==> src/rtl/mul_issue_pkg.sv <==
// Shared M-extension define header plus the packed-operation layout used by
// mul_issue and the mul/div unit.
`ifndef MUL_SHARED_DEFINES
`define MUL_SHARED_DEFINES
`define RB 1
`define RP (1 << `RB)
`define MUL_EXEPARAM_DW (13 + 3 * (5 + `RB))
`endif

package mul_issue_pkg;

  localparam int RB      = `RB;
  localparam int RP      = `RP;
  localparam int REG_W   = 5 + RB;
  localparam int OP_N    = 13;
  localparam int RF_N    = 32 * RP;
  localparam int MUL_DW  = `MUL_EXEPARAM_DW;

  // Packed layout, LSB first: rs2, rs1, rd0, then the one-hot op field.
  localparam int RS2_OFF = 0;
  localparam int RS1_OFF = REG_W;
  localparam int RD0_OFF = 2 * REG_W;
  localparam int OP_OFF  = 3 * REG_W;

  // Bit index of each operation inside the one-hot op field.
  typedef enum int unsigned {
    OP_MUL    = 0,
    OP_MULH   = 1,
    OP_MULHSU = 2,
    OP_MULHU  = 3,
    OP_DIV    = 4,
    OP_DIVU   = 5,
    OP_REM    = 6,
    OP_REMU   = 7,
    OP_MULW   = 8,
    OP_DIVW   = 9,
    OP_DIVUW  = 10,
    OP_REMW   = 11,
    OP_REMUW  = 12
  } mul_op_e;

  function automatic logic [REG_W-1:0] rs1_of(input logic [MUL_DW-1:0] info);
    return info[RS1_OFF +: REG_W];
  endfunction

  function automatic logic [REG_W-1:0] rs2_of(input logic [MUL_DW-1:0] info);
    return info[RS2_OFF +: REG_W];
  endfunction

endpackage

==> src/rtl/mul_issue_if.sv <==
// Dispatch-side and executor-side handshake bundle of the mul/div issue queue.
interface mul_issue_if #(
  parameter int DW = mul_issue_pkg::MUL_DW
);
  logic          dispat_vaild;
  logic          dispat_ready;
  logic [DW-1:0] dispat_info;
  logic          mul_exeparam_vaild;
  logic [DW-1:0] mul_exeparam;
  logic          mul_execute_ready;

  modport slave (
    input  dispat_vaild, dispat_info, mul_execute_ready,
    output dispat_ready, mul_exeparam_vaild, mul_exeparam
  );

  modport master (
    output dispat_vaild, dispat_info, mul_execute_ready,
    input  dispat_ready, mul_exeparam_vaild, mul_exeparam
  );
endinterface

==> src/rtl/gen_dffr.sv <==
// Generic flop cell with asynchronous active-low reset to zero.
module gen_dffr #(
  parameter int DW = 1
) (
  input  logic          CLK,
  input  logic          RSTn,
  input  logic [DW-1:0] dnxt,
  output logic [DW-1:0] qout
);
  always_ff @(posedge CLK or negedge RSTn) begin
    if (!RSTn) qout <= '0;
    else       qout <= dnxt;
  end
endmodule

==> src/rtl/mul_issue_fifo.sv <==
// In-order storage for mul_issue: entry array plus wrap-bit read/write pointers.
module mul_issue_fifo #(
  parameter int DEPTH = 4,
  parameter int DW    = mul_issue_pkg::MUL_DW
) (
  input  logic          CLK,
  input  logic          RSTn,
  input  logic          flush,
  input  logic          push,
  input  logic          pop,
  input  logic [DW-1:0] wdata,
  output logic [DW-1:0] head,
  output logic          full,
  output logic          empty
);
  localparam int AW = $clog2(DEPTH);

  logic [AW:0]   wptr, rptr, wptr_nxt, rptr_nxt;
  logic          we;
  logic [DW-1:0] mem [DEPTH];

  assign empty = (wptr == rptr);
  assign full  = (wptr[AW-1:0] == rptr[AW-1:0]) && (wptr[AW] != rptr[AW]);
  assign we    = push & ~full & ~flush;
  assign head  = mem[rptr[AW-1:0]];

  // Flush rewinds both pointers; the array contents are left stale.
  always_comb begin
    wptr_nxt = wptr;
    rptr_nxt = rptr;
    if (flush) begin
      wptr_nxt = '0;
      rptr_nxt = '0;
    end else begin
      if (we)           wptr_nxt = wptr + (AW+1)'(1);
      if (pop && !empty) rptr_nxt = rptr + (AW+1)'(1);
    end
  end

  gen_dffr #(.DW(AW+1)) u_wptr (.CLK(CLK), .RSTn(RSTn), .dnxt(wptr_nxt), .qout(wptr));
  gen_dffr #(.DW(AW+1)) u_rptr (.CLK(CLK), .RSTn(RSTn), .dnxt(rptr_nxt), .qout(rptr));

  for (genvar i = 0; i < DEPTH; i++) begin : g_ent
    logic wr;
    assign wr = we && (wptr[AW-1:0] == AW'(i));
    gen_dffr #(.DW(DW)) u_ent (
      .CLK(CLK), .RSTn(RSTn), .dnxt(wr ? wdata : mem[i]), .qout(mem[i])
    );
  end
endmodule

==> src/rtl/mul_issue.sv <==
// Issue queue in front of the mul/div unit: holds dispatched M-ops in order and
// issues the head once its sources are written back. Option: MUL_ISSUE_BYPASS_EN.
module mul_issue
  import mul_issue_pkg::*;
#(
  parameter int DEPTH = 4,
  parameter int DW    = `MUL_EXEPARAM_DW
) (
  input  logic            CLK,
  input  logic            RSTn,
  mul_issue_if.slave      bus,
  input  logic [RF_N-1:0] rf_rdy,
  input  logic            flush
);
  logic          full, empty, push, fifo_push, pop, head_rdy, issue, vaild_q;
  logic [DW-1:0] head, issue_data, param_q, param_nxt;

  assign bus.dispat_ready = ~full;
  assign push     = bus.dispat_vaild & ~full & ~flush;
  assign head_rdy = rf_rdy[rs1_of(head)] & rf_rdy[rs2_of(head)];

  // The executor's ready only drops a cycle after it sees a pulse, so the
  // cycle holding vaild_q must not be treated as idle.
  assign pop = ~empty & head_rdy & bus.mul_execute_ready & ~vaild_q & ~flush;

`ifdef MUL_ISSUE_BYPASS_EN
  logic byp;
  assign byp = empty & push & rf_rdy[rs1_of(bus.dispat_info)] & rf_rdy[rs2_of(bus.dispat_info)]
             & bus.mul_execute_ready & ~vaild_q;
  assign fifo_push  = push & ~byp;
  assign issue      = pop | byp;
  assign issue_data = byp ? bus.dispat_info : head;
`else
  assign fifo_push  = push;
  assign issue      = pop;
  assign issue_data = head;
`endif

  assign param_nxt = issue ? issue_data : param_q;

  gen_dffr #(.DW(1))  u_vaild (.CLK(CLK), .RSTn(RSTn), .dnxt(issue),     .qout(vaild_q));
  gen_dffr #(.DW(DW)) u_param (.CLK(CLK), .RSTn(RSTn), .dnxt(param_nxt), .qout(param_q));

  assign bus.mul_exeparam_vaild = vaild_q;
  assign bus.mul_exeparam       = param_q;

  mul_issue_fifo #(.DEPTH(DEPTH), .DW(DW)) u_fifo (
    .CLK   (CLK),
    .RSTn  (RSTn),
    .flush (flush),
    .push  (fifo_push),
    .pop   (pop),
    .wdata (bus.dispat_info),
    .head  (head),
    .full  (full),
    .empty (empty)
  );
endmodule
==> src/flat_wrapper.sv <==
// flat-port wrapper written by rule: the top's interface ports become plain ports
module mul_issue_flat import mul_issue_pkg::*;
#(
  parameter int DEPTH = 4,
  parameter int DW    = `MUL_EXEPARAM_DW
)
  (CLK, RSTn, rf_rdy, flush, bus_dispat_vaild, bus_dispat_info, bus_mul_execute_ready, bus_dispat_ready, bus_mul_exeparam_vaild, bus_mul_exeparam);
  mul_issue_if #(.DW(DW)) bus_i ();
  input  logic CLK;
  input  logic RSTn;
  input  logic [RF_N-1:0] rf_rdy;
  input  logic flush;
  input wire logic [$bits(bus_i.dispat_vaild)-1:0] bus_dispat_vaild;
  input wire logic [$bits(bus_i.dispat_info)-1:0] bus_dispat_info;
  input wire logic [$bits(bus_i.mul_execute_ready)-1:0] bus_mul_execute_ready;
  output wire logic [$bits(bus_i.dispat_ready)-1:0] bus_dispat_ready;
  output wire logic [$bits(bus_i.mul_exeparam_vaild)-1:0] bus_mul_exeparam_vaild;
  output wire logic [$bits(bus_i.mul_exeparam)-1:0] bus_mul_exeparam;
  assign bus_i.dispat_vaild = bus_dispat_vaild;
  assign bus_i.dispat_info = bus_dispat_info;
  assign bus_i.mul_execute_ready = bus_mul_execute_ready;
  assign bus_dispat_ready = bus_i.dispat_ready;
  assign bus_mul_exeparam_vaild = bus_i.mul_exeparam_vaild;
  assign bus_mul_exeparam = bus_i.mul_exeparam;
  mul_issue #(.DEPTH(DEPTH), .DW(DW)) u_core (.CLK(CLK), .RSTn(RSTn), .bus(bus_i), .rf_rdy(rf_rdy), .flush(flush));
endmodule
==> config.mk <==
export PLATFORM = sky130hd
export DESIGN_NAME = mul_issue_flat
export DESIGN_NICKNAME = d
export VERILOG_FILES = /design/src/rtl/mul_issue_pkg.sv /design/src/rtl/mul_issue_if.sv /design/src/rtl/gen_dffr.sv /design/src/rtl/mul_issue_fifo.sv /design/src/rtl/mul_issue.sv /design/src/flat_wrapper.sv
export SDC_FILE = /design/constraint.sdc
export NUM_CORES = 1
export LEC_CHECK = 0
export ABC_AREA = 0
export BUFFER_PORTS_ARGS = -buffer_cell sky130_fd_sc_hd__buf_2
export CORE_MARGIN = 8
export CORE_UTILIZATION = 62
export CTS_CLUSTER_DIAMETER = 50
export DETAILED_ROUTE_END_ITERATION = 12
export PLACE_DENSITY = 0.84
export SYNTH_ARGS = -nofsm -noshare
export SYNTH_HDL_FRONTEND = slang
export SYNTH_SLANG_ARGS = --single-unit
==> constraint.sdc <==
create_clock -name CLK -period 7.3 [get_ports CLK]
set_input_delay 1.46 -clock CLK [delete_from_list [all_inputs] [get_ports CLK]]
set_output_delay 1.46 -clock CLK [all_outputs]
set_load 0.02 [all_outputs]
==> out/results.txt <==
Number of post-CTS setup repair buffers: 0
Power dissipated by switching net loads: 1.25 mW
Number of placement rows: 42
Maximum operating frequency: 204 MHz
Largest voltage drop on the vdd net: 0.213 mV
Worst setup startpoint: u_core.u_fifo.u_rptr.qout[1]
Ordered list of cells on the worst path: mux4_2, mux2i_1, mux4_1, nor4_1, nor3_1, nor3_4, buf_4, mux2_2
Final Slew Violations: 0
Maximum number of pins on one net before global-route repair: 108
Category of the worst setup path capture point: flip-flop
Layout Cell Area excl Fill: 9620 um2
Post-cts hold buffer count: 0
Clock Root Buffer: clkbuf_16
Placed inst area: 9010 um2
First-pass GRT wire length: 31,200 um
M1 WL: 8170 um
Worst path setup slack after routing: 2.40 ns
Deepest level of the CTS H-tree: 4
Routed vias/inst: 6.02
Worst slew margin relative to its limit: 24.3%
Met3 Routed Length: 1240 um
Fraction of final layout cells with drive strength greater than 1: 53.3%
Netlist area before placement: 8340 um2
Result of the run: completed
PostCTS Resize Cnt: 0
Area occupied by multi-input gates: 4020 um2
Part of the power in the clock network: 24.2%
Relative contribution of combinational cells to total power: 38.8%
Synth-to-layout area growth: 15.3%
Transition time at the pin with the least slew margin: 1.13 ns
Count leader, synth: dfrtp_1
Post-DR wirelength/cell: 22.3 um
Warnings, synthesis: 0
Share of the clock period used by the worst path after layout: 67.2%
Post-layout utilization of the core: 73.0%
Worst hold-check path type: reg -> reg
Number of detailed-routing iterations run before antenna repair: 4
Final count of hold timing violations: 0
Post-synth ARST share: 100%
Levels on crit path: 8
Power density of the placed cells: 397 nW/um2
Combined buffer and inverter count along the critical path: 1
Net switching share of the total power: 32.7%
Critical Path AT: 5.21 ns
Dpl cells: 830
Post-DP HPWL: 13,000 um
Post-synth EDFFs: 0
Iteration-0 DRC count of the detailed router: 223
Final hold slack: 0.499 ns
Storage element area: 4060 um2
Leakage power figure: 4.54 nW
Top cell types by occurrence after synthesis: dfrtp_1, mux2_2, mux2i_1
Final WL: 19,200 um
Filler cell count: 845
Detailed-route via count: 5,192
Seq/Total Area, Yosys: 48.6%
Sum Neg Setup Slack: 0 ns
Setup slack after placement: 2.36 ns
Area share of the largest cell type after synthesis: 48.6%
Cell with the largest stage delay on the worst path: dfrtp_2
Final layout net count: 778
Syn avg cell area: 15.1 um2
Power share of the sequential group: 37.0%
Clock transition at the registers of the reported paths: 0.06 ns
Floorplan die area: 17,400 um2
Horizontal die dimension: 132 um
Setup slack of the most critical reg-to-reg path: 2.40 ns
Most used flip-flop cell after synthesis: dfrtp_1
Global route overflow: 0
Setup repair after global routing missed its margin: false
Largest cells by area after synthesis: dfrtp_1, mux2_2, mux4_2, mux2i_1, mux2_4
Cell type contributing the most total cell area after synthesis: dfrtp_1
Clock tree from TritonCTS: done
Launch point of the worst reg-to-reg path: u_core.u_fifo.u_rptr.qout[1]
Setup violation total in the final timing report: 0
Overall global routing resource usage: 22.4%
Critical path fanouts, max: 34
Net count after synthesis: 657
Setup crit start kind: flip-flop
Worst setup skew after layout: 0.00825 ns
Met2 wire len: 9520 um
Y dimension of the die: 132 um
Maximum capacitance violations: 0
Clock insertion delay at the later pin of the skew report: 0.42 ns
Number of instances on the worst hold path: 1
Category of cells accounting for the largest share of critical-path delay: multiplexers
Count of nets left with antenna violations after detail routing: 0
Number of library cell types mapped by synthesis: 46
Overall power after layout: 3.82 mW
Final standard cell count with taps included and fillers excluded: 862
Cell count of the worst reg-to-reg path: 8
Total core area: 13,200 um2
Starting Density: 63.3%
Final critical delay including setup and external delays: 4.90 ns
Internal power summed over all cells: 2.57 mW
Port bufs: 132
Clk buf depth: 2
Clock sinks: 162
Peak per-stage delay on the critical path: 0.98 ns
Number of register bits inferred by synthesis: 162
Syn Inst Count: 552
RR Endpoint: u_core.u_param.qout[30]
Number of global-route vias before repair: 5,830
Highest routed metal layer: met4
Worst setup path category: reg -> reg
Initial antenna violation count: 1
Number of remaining DRC errors: 0
Data required time of the critical path: 7.60 ns
Clock buffer count from CTS: 17
Placer congestion estimate: 0.848
Worst setup path end: u_core.u_param.qout[30]
Number of primary I/O pins: 133
## power by group through the flow
stage	clock network (mW)	logic [mW]	registers [mW]
after detailed placement	0	1.48	1.42
after CTS	0.930	1.49	1.41
after global placement	0	1.43	1.39
after global routing	0.969	1.59	1.45
final	0.923	1.48	1.41
after floorplan	0	1.14	1.42
## registers in the layout, indices dropped and copies added, names as in the netlist
register                        flops
u_core.u_fifo.g_ent.u_ent.qout    124
u_core.u_fifo.u_rptr.qout           3
u_core.u_fifo.u_wptr.qout           3
u_core.u_param.qout                31
u_core.u_vaild.qout                 1
## per-layer routing
metal | global-route usage (%) | up-vias
met3 | 6.14 | 30
li1 | - | 2320
met1 | 27.8 | 2663
met5 | 0 | -
met2 | 37.2 | 179
met4 | 6.96 | 0
## how the worst min path moves through the flow
stage                                                  endpoint                                  start  slack (ns)
after floorplan                    u_core.u_fifo.u_rptr.qout[2]           u_core.u_fifo.u_rptr.qout[2]        0.47
after global placement    u_core.u_fifo.g_ent[2].u_ent.qout[15]  u_core.u_fifo.g_ent[2].u_ent.qout[15]        0.48
after detailed placement                u_core.u_param.qout[21]                u_core.u_param.qout[21]        0.49
after CTS                 u_core.u_fifo.g_ent[2].u_ent.qout[14]  u_core.u_fifo.g_ent[2].u_ent.qout[14]        0.50
after global routing      u_core.u_fifo.g_ent[2].u_ent.qout[14]  u_core.u_fifo.g_ent[2].u_ent.qout[14]        0.50
final                     u_core.u_fifo.g_ent[2].u_ent.qout[14]  u_core.u_fifo.g_ent[2].u_ent.qout[14]        0.50
## area by class of cell
| cell class | instances | area share, % |
|---|---|---|
| tap | 176 | 2.29 |
| clock inverter | 10 | 1.65 |
| sequential | 162 | 42.1 |
| multi-input combinational | 350 | 41.8 |
| clock buffer | 21 | 4.68 |
| antenna | 1 | 0.0260 |
| inverter | 7 | 0.273 |
| timing repair buffer | 135 | 7.16 |
## worst register-to-register path, stage by stage, from the launching register on
cell,delay [ns]
dfrtp_2,0.98
mux4_2,0.97
mux2i_1,0.22
mux4_1,0.54
nor4_1,0.18
nor3_1,0.13
nor3_4,0.92
buf_4,0.48
mux2_2,0.38
## cell families after synthesis
family	count (synthesis)	synth area share, %
buf+inv	40	3.36
flops	162	48.6
compound gates	25	2.16
simple gates	46	2.82
fa+ha+maj	5	0.750
mux	269	41.8
xor+xnor	5	0.525
## cell usage in the layout (no fill, tap or decap), types with 6 or more instances in the layout
master	count
inv_1	6
mux2_4	29
nand2_1	8
mux2i_1	73
nor2_1	11
a22oi_1	7
dfrtp_1	160
mux4_2	34
clkbuf_16	17
mux2_2	129
buf_2	131
Power figures use the tool's default switching activity.
